==> src/rtl/gate_sweep_pkg.sv <==
// rtl/gate_sweep_pkg.sv - shared state encoding and truth-table masks for gate sweeps
package gate_sweep_pkg;

   typedef enum logic [1:0] {
      IDLE   = 2'd0,
      WAIT   = 2'd1,
      SAMPLE = 2'd2,
      DONE   = 2'd3
   } state_t;

   // Bit v is the expected output for input vector v (a = MSB of v)
   localparam logic [15:0] AND4_EXPECT  = 16'h8000;
   localparam logic [15:0] NAND4_EXPECT = 16'h7FFF;
   localparam logic [15:0] OR4_EXPECT   = 16'hFFFE;
   localparam logic [15:0] NOR4_EXPECT  = 16'h0001;

endpackage

==> src/rtl/settle_timer.sv <==
// rtl/settle_timer.sv - loadable down-counter timing the settle window after each new vector
module settle_timer #(
   parameter int SETTLE = 1
) (
   input  logic clk,
   input  logic rst_n,
   input  logic load,
   output logic expired
);

   localparam int CW = (SETTLE > 0) ? $clog2(SETTLE + 1) : 1;
   // Loading SETTLE-1 gives exactly SETTLE cycles until expiry; SETTLE=0 pins the count at 0
   localparam logic [CW-1:0] LOAD_VAL = CW'((SETTLE > 0) ? SETTLE - 1 : 0);

   logic [CW-1:0] count;

   always_ff @(posedge clk or negedge rst_n) begin
      if (!rst_n) begin
         count <= '0;
      end else if (load) begin
         count <= LOAD_VAL;
      end else if (count != '0) begin
         count <= count - CW'(1);
      end
   end

   assign expired = (count == '0);

endmodule

==> src/rtl/gate_sweep_ctrl.sv <==
// rtl/gate_sweep_ctrl.sv - exhaustive input sweep of a single-output gate against a truth table
module gate_sweep_ctrl
   import gate_sweep_pkg::*;
#(
   parameter int                 N_IN   = 4,
   parameter int                 SETTLE = 1,
   parameter logic [2**N_IN-1:0] EXPECT = AND4_EXPECT
) (
   input  logic            clk,
   input  logic            rst_n,
   input  logic            start,
   input  logic            abort,
   output logic [N_IN-1:0] dut_in,
   input  logic            dut_out,
   output logic            busy,
   output logic            done,
   output logic            pass,
   output logic [N_IN:0]   fail_count,
   output logic [N_IN-1:0] first_fail_vec
);

   localparam logic [N_IN-1:0] LAST_VEC    = '1;
   localparam state_t          FIRST_STATE = (SETTLE > 0) ? WAIT : SAMPLE;

   state_t        state;
   state_t        state_next;
   logic          timer_load;
   logic          timer_expired;
   logic          do_start;
   logic          do_sample;
   logic          mismatch;
   logic [N_IN:0] fail_next;

   settle_timer #(.SETTLE(SETTLE)) u_timer (
      .clk     (clk),
      .rst_n   (rst_n),
      .load    (timer_load),
      .expired (timer_expired)
   );

   always_ff @(posedge clk or negedge rst_n) begin
      if (!rst_n) begin
         state <= IDLE;
      end else begin
         state <= state_next;
      end
   end

   // Abort takes priority over a pending sample, including the final vector
   always_comb begin
      state_next = state;
      timer_load = 1'b0;
      do_start   = 1'b0;
      do_sample  = 1'b0;
      case (state)
         IDLE: begin
            if (start) begin
               do_start   = 1'b1;
               timer_load = 1'b1;
               state_next = FIRST_STATE;
            end
         end
         WAIT: begin
            if (abort) begin
               state_next = IDLE;
            end else if (timer_expired) begin
               state_next = SAMPLE;
            end
         end
         SAMPLE: begin
            if (abort) begin
               state_next = IDLE;
            end else begin
               do_sample = 1'b1;
               if (dut_in == LAST_VEC) begin
                  state_next = DONE;
               end else begin
                  timer_load = 1'b1;
                  state_next = FIRST_STATE;
               end
            end
         end
         DONE:    state_next = IDLE;
         default: state_next = IDLE;
      endcase
   end

   assign mismatch  = (dut_out != EXPECT[dut_in]);
   assign fail_next = fail_count + {{N_IN{1'b0}}, mismatch};

   always_ff @(posedge clk or negedge rst_n) begin
      if (!rst_n) begin
         dut_in         <= '0;
         pass           <= 1'b0;
         fail_count     <= '0;
         first_fail_vec <= '0;
      end else begin
         if (do_start) begin
            dut_in         <= '0;
            pass           <= 1'b0;
            fail_count     <= '0;
            first_fail_vec <= '0;
         end
         if (do_sample) begin
            if (mismatch) begin
               fail_count <= fail_next;
               if (fail_count == '0) begin
                  first_fail_vec <= dut_in;
               end
            end
            if (dut_in != LAST_VEC) begin
               dut_in <= dut_in + N_IN'(1);
            end else begin
               pass <= (fail_next == '0);
            end
         end
      end
   end

   assign busy = (state == WAIT) || (state == SAMPLE);
   assign done = (state == DONE);

endmodule

==> config.mk <==
export PLATFORM = sky130hd
export DESIGN_NAME = gate_sweep_ctrl
export DESIGN_NICKNAME = d
export VERILOG_FILES = /design/src/rtl/gate_sweep_pkg.sv /design/src/rtl/settle_timer.sv /design/src/rtl/gate_sweep_ctrl.sv
export SDC_FILE = /design/constraint.sdc
export NUM_CORES = 1
export LEC_CHECK = 0
export ABC_AREA = 0
export CAP_MARGIN = 20
export CORE_MARGIN = 2
export CORE_UTILIZATION = 52
export CTS_CLUSTER_SIZE = 10
export DETAILED_ROUTE_END_ITERATION = 8
export HOLD_SLACK_MARGIN = 0.02
export PLACE_DENSITY = 0.9
export SETUP_SLACK_MARGIN = 0.5
export SLEW_MARGIN = 20
export SYNTH_ARGS = -nofsm -noshare
export SYNTH_HDL_FRONTEND = slang
export SYNTH_HIERARCHICAL = 1
export SYNTH_SLANG_ARGS = --single-unit
==> constraint.sdc <==
create_clock -name clk -period 3.8 [get_ports clk]
set_input_delay 1.14 -clock clk [delete_from_list [all_inputs] [get_ports clk]]
set_output_delay 1.14 -clock clk [all_outputs]
set_load 0.01 [all_outputs]
==> results of run 1 <==
==> state kept, by name (all words and copies together), names as in the netlist <==
name	count
fail_count	5
first_fail_vec	4
state	2
dut_in	4
pass	1
==> worst max path at each step <==
stage	slack, ns	to	cells past startpoint
global route	0.87	first_fail_vec[1]$_DFF_PN0_	5
detailed placement	0.69	pass$_DFF_PN0_	9
floorplan	1.28	pass$_DFF_PN0_	8
CTS	1.0	pass$_DFF_PN0_	9
finish	0.99	pass$_DFF_PN0_	9
global placement	0.76	first_fail_vec[1]$_DFF_PN0_	5
==> worst min-delay path, stage by stage (launching register included) <==
cell and delay (ns):
dfrtp_1 0.38, nand2_1 0.06, mux2i_1 0.06
==> layout make-up <==
class                   instances  area [sq um]
inverters                       9         33.78
multi-input cells              69         457.9
repair buffers                 20         200.2
flip-flops and latches         16         400.4
well taps                      17         21.27
clock buffers                   4         36.28
fillers                       142         539.3
==> metrics by stage <==
| stage | hold WS [ns] | worst slack (ns) |
|---|---|---|
| 3_3_place_gp | 0.5133 | 0.7580 |
| 2_1_floorplan | 0.5372 | 1.283 |
| 3_5_place_dp | 0.5225 | 0.6920 |
| 5_1_grt | 0.5615 | 0.8691 |
| 6_report | 0.5288 | 0.9873 |
| 4_1_cts | 0.5354 | 0.9982 |
==> metal layers <==
metal / routed length (um) / global-route usage
met5: 0 / 0
met1: 806 / 0.2420
met2: 862 / 0.3250
met4: 17 / 0.07429
met3: 86 / 0.03968
==> power breakdown <==
| group | total [mW] | switching [mW] | internal, mW |
|---|---|---|---|
| combinational | 0.153 | 0.0817 | 0.0710 |
| clock | 0.110 | 0.0518 | 0.0582 |
| sequential | 0.206 | 0.0204 | 0.186 |
==> reports/metrics.yaml, run 1 <==
cts_hold_buf: 0
grt_start_max_net_pins: 17
min-delay-start: "first_fail_vec[0]$_DFF_PN0_"
vias_per_cell: 5.652
tightest_slew_ns: 0.7344
antenna_found_initial: 0
max_slew_margin: 0.5088
finalPower_mw: 0.4692
clk_pin_slew_worst_paths_ns: 0.10
drive_above_1_share: 0.05085
skew_ns: 0.006542
overflow: 0
die_x_um: 46.03
drv_cap: 0
slowest_delay_ns: 0.47
cp.required_ns: 4.01
mostFrequentLayoutCells: "clkdlybuf4s50_1 (20), dfrtp_1 (16), nand3_1 (13)"
grt_usage: 0.1940
fin_crit_ns: 2.813
drt_wl_total_um: 1773
clk_path_buf_depth: 2
r2r_cells: 10
final_cell_area_sq_mm: 0.001150
r2r-start: "dut_in[0]$_DFF_PN0_"
cts_sinks: 16
yosys_warnings: 6
drc_errors: 0
cts_tree: "done"
cp.arrival_ns: 3.02
syn-cell-area_sq_um: 918.4
slew_violations: 0
cts_resized: 0
final_util: 0.6807
placed_cells: 131
fmax_mhz: 355.5
rows: 15
cp_max_fo: 3
coreArea_sq_mm: 0.001689
worst_r2r_endpoint: "pass$_DFF_PN0_"
crit_path_top_delay_cell: "clkdlybuf4s50_1"
setup_tns_ns: 0
cp_common_cell: "ha_1"
wl_per_cell_um: 13.13
syn_area_per_cell_sq_um: 9.371
root_buffer: "clkbuf_4"
finalHoldViolCount: 0
netlist_instances: 98
final_common_cell: "clkdlybuf4s50_1"
reg2reg_slack_ns: 1.42
hold_depth: 2
cp-start-kind: "input port"
place_area_sq_mm: 0.001114
rsz0062_at_grt: "false"
n_antenna_cell: 0
final_antenna_net_count: 0
synth_nets: 111
setup_viol: 0
cp_num_buf_inv: 1
top_level_ports: 21
cts_buffers: 3
layout.cells.non_filler: 135
cellLeakagePower_nw: 0.5547
startpoint: "dut_out"
start_util: 0.5437
hp-class: "reg -> reg"
cts_setup_buffers: 0
port_buffers: 20
dieArea_sq_mm: 0.002118
grt_pass1_wl_um: 2884
drt_pass1_iterations: 6
clock_latency_ns: 0.28
place_congestion: 0.6625
die_height_um: 46.03
outcome: "finished clean"
fin_crit_sh: 0.7402
whs_endpoint: "first_fail_vec[0]$_DFF_PN0_"
power_density_mw_per_mm2: 408.0
dp_hpwl_um: 1379
h-tree-depth: 1
drt_iter0_drc: 11
vias: 763
critPathTopFamily: "simple AND/OR/NAND/NOR gates"
finalNetCount: 132
path_cells: "clkdlybuf4s50_1, and3b_1, or2_2, ha_1, ha_1, nand3_1, xor2_1, nand4_1, o21ai_0"
worstSetupEndpointType: "register"
setup.worst_path.class: "in -> reg"
area.growth.synth_to_final_pct: 25.20
ir_drop_mv: 0.3965
grt_pass1_vias: 679
(Power assumes the default switching activity.)
==> inputs of run 2 (changes only) <==
CORE_UTILIZATION = 48   (was 52)
PLACE_DENSITY = 0.85   (was 0.9)
clock period = 2.8 ns   (was 3.8 ns; I/O delays follow)
==> reports/metrics.yaml, run 2 (synthesized netlist as in run 1, its figures left out) <==
largestRegisters: "fail_count: 5 flops, dut_in: 4 flops, first_fail_vec: 4 flops"
finalHoldViolCount: 0  # unchanged
start_util: 0.5206  # -0.02314
root_buffer: "clkbuf_4"
cts_hold_buf: 0  # unchanged
setup_viol: 0  # unchanged
vias_per_cell: 5.263  # -6.9%
dp_hpwl_um: 1407  # +2.0%
grt_pass1_vias: 745  # +9.7%
setup.worst_path.class: "reg -> reg"
slew_violations: 0  # unchanged
mostFrequentLayoutCells: "clkdlybuf4s50_1 (17), dfrtp_1 (14), nand3_1 (13)"
drt_pass1_iterations: 4  # -2
h-tree-depth: 1  # unchanged
clk_pin_slew_worst_paths_ns: 0.10  # about the same
grt_start_max_net_pins: 17  # unchanged
final_antenna_net_count: 0  # unchanged
dieArea_sq_mm: 0.002279  # +7.6%
n_antenna_cell: 0  # unchanged
skew_ns: 0.003999  # -0.002543 ns
clock_latency_ns: 0.30  # +0.02 ns
cts_buffers: 3  # unchanged
area.growth.synth_to_final_pct: 36.10
wl_per_cell_um: 13.47  # +2.5%
rows: 15  # unchanged
num-fill-cells: 138  # -2.8%
final_common_cell: "clkdlybuf4s50_1"
whs_ns: 0.5340  # +0.005204 ns
place_congestion: 0.7913  # +19%
antenna_found_initial: 0  # unchanged
fin_crit_sh: 0.7926
die_x_um: 47.74  # +3.7%
top_level_ports: 21  # unchanged
cts_tree: "done"
worstSetupEndpointType: "register"
crit_path_top_delay_cell: "dfrtp_2"
drt_wl_total_um: 2047  # +15%
clk_path_buf_depth: 2  # unchanged
fin_crit_ns: 2.219
layout_setup_ws_ns: 0.5807  # -0.4066 ns
tightest_slew_ns: 0.7383  # +0.003813 ns
coreArea_sq_mm: 0.001764  # +4.4%
hp-class: "reg -> reg"
top_register: "fail_count"
cp_common_cell: "ha_2"
cellLeakagePower_nw: 0.6128  # +10%
drv_cap: 0  # unchanged
cp.arrival_ns: 2.41  # -0.61 ns
slowest_delay_ns: 0.45  # -0.02 ns
die_height_um: 47.74  # +3.7%
grt_usage: 0.1950  # +0.001077
cp_max_fo: 6  # +3
cp-start-kind: "register"
finalNetCount: 141  # +6.8%
largest_reg_flops: 5  # unchanged
drc_errors: 0  # unchanged
max_slew_margin: 0.5063  # -0.002549
pre_cts_slack_ns: -0.02887  # -0.7209 ns
drt_iter0_drc: 7  # -4
drive_above_1_share: 0.1575  # +0.1066
overflow: 0  # unchanged
ir_drop_mv: 0.4044  # +2.0%
cp.required_ns: 2.99  # -1.02 ns
path_cells: "ha_2, ha_1, and3b_1, or2_4, ha_4, ha_2, nor2_1, and3_1, nand4_1, o21ai_1"
port_buffers: 20  # unchanged
power_density_mw_per_mm2: 545.9  # +34%
outcome: "finished clean"
grt_pass1_wl_um: 3036  # +5.3%
rsz0062_at_grt: "false"
cts_sinks: 16  # unchanged
vias: 800  # +4.8%
fmax_mhz: 450.6
[run 2: cell count changes in the layout (fill, tap and decap cells not counted), sizes merged]
| cell | before | now |
|---|---|---|
| buf | 0 | 9 |
| dlygate4sd2 | 0 | 2 |
| dlymetal6s2s | 0 | 1 |
| clkdlybuf4s50 | 20 | 17 |
[run 2: worst paths after layout]
kind	from	to	slack, ns	cells after the start
hold reg to reg	first_fail_vec[2]$_DFF_PN0_	first_fail_vec[2]$_DFF_PN0_	0.53	2
setup reg to reg	dut_in[0]$_DFF_PN0_	pass$_DFF_PN0_	0.58	10
min in group asynchronous	rst_n	fail_count[4]$_DFF_PN0_	0.97	1
hold / removal	first_fail_vec[2]$_DFF_PN0_	first_fail_vec[2]$_DFF_PN0_	0.53	2
setup / recovery	dut_in[0]$_DFF_PN0_	pass$_DFF_PN0_	0.58	10
max in group asynchronous	rst_n	dut_in[1]$_DFF_PN0_	1.32	1
[run 2: layout make-up]
class,count,area [sq um],share of cell area
Clock buffer,4,36.28,0.02903
Timing Repair Buffer,29,267.8,0.2142
Sequential cell,16,402.9,0.3223
Tap cell,25,31.28,0.02503
Multi-Input combinational cell,69,478.0,0.3824
Inverter,9,33.78,0.02703
[run 2: worst max-delay path, delay by kind of cell, from the launching register on]
kind | cells | cell delay (ns)
adder cells (fa/ha/maj) | 4 | 0.87
AND/OR/NAND/NOR | 5 | 0.73
flip-flops | 1 | 0.45
AO/OA/AOI/OAI | 1 | 0.07
[run 2: routing by layer]
| metal | part of all wire | GRT usage | wire length [um] | up-vias |
|---|---|---|---|---|
| li1 | - | - | - | 396 |
| met1 | 0.44 | 0.2295 | 892 | 371 |
| met2 | 0.49 | 0.3200 | 1013 | 26 |
| met3 | 0.035 | 0.03774 | 71 | 7 |
| met4 | 0.034 | 0.1297 | 69 | 0 |
| met5 | 0 | 0 | 0 | - |
[run 2: repair_timing]
| action | 4_1_cts | 5_1_grt |
|---|---|---|
| endpoints found under the hold margin | 0 | 0 |
| resized for setup | 6 | 5 |
| setup buffers | 3 | 4 |
| setup endpoints to repair | 4 | 2 |
[run 2: power breakdown]
part           switching [mW]  leakage (nW)  internal (mW)  total (mW)
logic                   0.126         0.374          0.121       0.247
registers              0.0216         0.217          0.254       0.275
clock network          0.0806        0.0210         0.0794       0.160
total                   0.228         0.613          0.454       0.682
[run 2: metrics by stage]
stage,instances,power (mW),TNS (ns),instance area (sq um),util
after floorplan,98,0.4091,0,918.4,-
after CTS,148,0.6609,0,1212,0.6872
final,152,0.6823,0,1250,0.7085
after global placement,141,0.4825,0,1139,0.6454
after global routing,152,0.7228,0,1250,0.7085
after detailed placement,141,0.4914,-0.02887,1139,0.6454
==> edit, RTL diff (config.mk and constraints of run 2) <==
Change the parameter `N_IN` from 4 to 5.
--- a/src/rtl/gate_sweep_ctrl.sv
+++ b/src/rtl/gate_sweep_ctrl.sv
@@ -2,7 +2,7 @@
 module gate_sweep_ctrl
    import gate_sweep_pkg::*;
 #(
-   parameter int                 N_IN   = 4,
+   parameter int                 N_IN   = 5,
    parameter int                 SETTLE = 1,
    parameter logic [2**N_IN-1:0] EXPECT = AND4_EXPECT
 ) (
Interface: changed (resized dut_in, fail_count and first_fail_vec); port bits go from 21 to 24. The function was not compared with the original's and may differ.
==> edit against run 2 <==
Routed wire length increased by 20%; sequential cell count rose by 3; total power rose by 10%; utilization is 3.8 points lower; cell area rose by 20%; die area is 22% higher; worst setup slack worse by 0.0053 ns; synthesized area up 24%; critical path type is now reg2out; largest power group unchanged.
==> edit: results (changes against run 2) <==
| Metric | Value |
|---|---|
| Status | completed (unchanged) |
| Leak | 0.6826 nW (was 0.6128 nW) |
| Peak supply drop | 0.4067 mV (was 0.4044 mV) |
| Cell Area, Placed | 1418 sq um (was 1139 sq um) |
| Critical-path top delay cell | clkdlybuf4s50_1 (was dfrtp_2) |
| Finished Layout Cells | 178 (was 152) |
| PortBufs | 23 (was 20) |
| Via density | 5.483 (was 5.263) |
| Worst Setup SP | fail_count[1] (was dut_in[0]) |
| Wl on met1 | 1.091 mm (was 892 microns) |
| Filler cells | 197 (was 138) |
| Int Pwr | 485.1 uW (was 454.4 uW) |
| Max incr delay on CP | 0.59 ns (was 0.45 ns) |
| Routability cong. | 0.8673 (was 0.7913) |
| Metal2 WL | 1.223 mm (was 1.013 mm) |
| WP data arrival | 1.38 ns (was 2.41 ns) |
| Vias in the first global route | 960 (was 745) |
| Clock-pin transition on the worst setup and hold timing paths | 0.12 ns (was 0.10 ns) |
| Met3 WL post-DR | 99 microns (was 71 microns) |
| Worst Hold Launch | first_fail_vec[1] (was first_fail_vec[2]) |
| First-pass GRT wire length | 4.188 mm (was 3.036 mm) |
| Power Total | 750.7 uW (was 682.3 uW) |
| Period minus WS final | 2.225 ns (was 2.219 ns) |
| DRT iter0 DRCs | 8 (was 7) |
| Detailed placement HPWL | 1.828 mm (was 1.407 mm) |
| DP Worst Slack | 0.08462 ns (was -0.02887 ns) |
| CP top delay family | buffers and inverters (was adder cells) |
| Top flop regs | fail_count x6, dut_in x5, first_fail_vec x5 (was fail_count x5, dut_in x4, first_fail_vec x4) |
| Post-Syn Nets | 132 (was 111) |
| Largest net degree at the start of global routing | 15 (was 17) |
| Endpoint, Worst Hold | first_fail_vec[1] (was first_fail_vec[2]) |
| FF-to-FF path depth | 11 (was 10) |
| Layout cells sized above 1 | 15.33% (was 15.75%) |
| Clk pwr share | 19.1% (was 23.5%) |
| Placed insts | 169 (was 141) |
| Power in sequential cells | 314 uW (was 275 uW) |
## edit: cell types whose count changed in the layout (fill, tap and decap cells not counted), moves of 3 or more
cell | before | now
dfrtp_1 | 14 | 17
nand3_1 | 13 | 10
nand2_1 | 9 | 14
clkdlybuf4s50_1 | 17 | 20
o211ai_1 | 0 | 4
## edit: layout make-up
class                   instances  area, sq um  area share [%]
multi-input cells              85        624.3           41.72
flip-flops and latches         19        478.0           31.94
repair buffers                 31        290.3           19.40
inverters                      11        41.29           2.759
well taps                      28        35.03           2.341
clock buffers                   3        22.52           1.505
clock inverters                 1        5.005          0.3344
## edit: metal layers
| layer | up-vias | GRT usage [%] |
|---|---|---|
| met3 | 5 | 2.571 |
| met1 | 471 | 26.44 |
| met2 | 23 | 35.42 |
| li1 | 477 | - |
| met5 | - | 0 |
| met4 | 0 | 8.974 |
## edit: what timing repair did
item                                   in CTS  in global routing
setup endpoints to repair                   3                  4
endpoints found under the hold margin       0                  0
pin swaps                                   2                  2
setup buffers                               4                  1
gates resized for setup                     3                  3
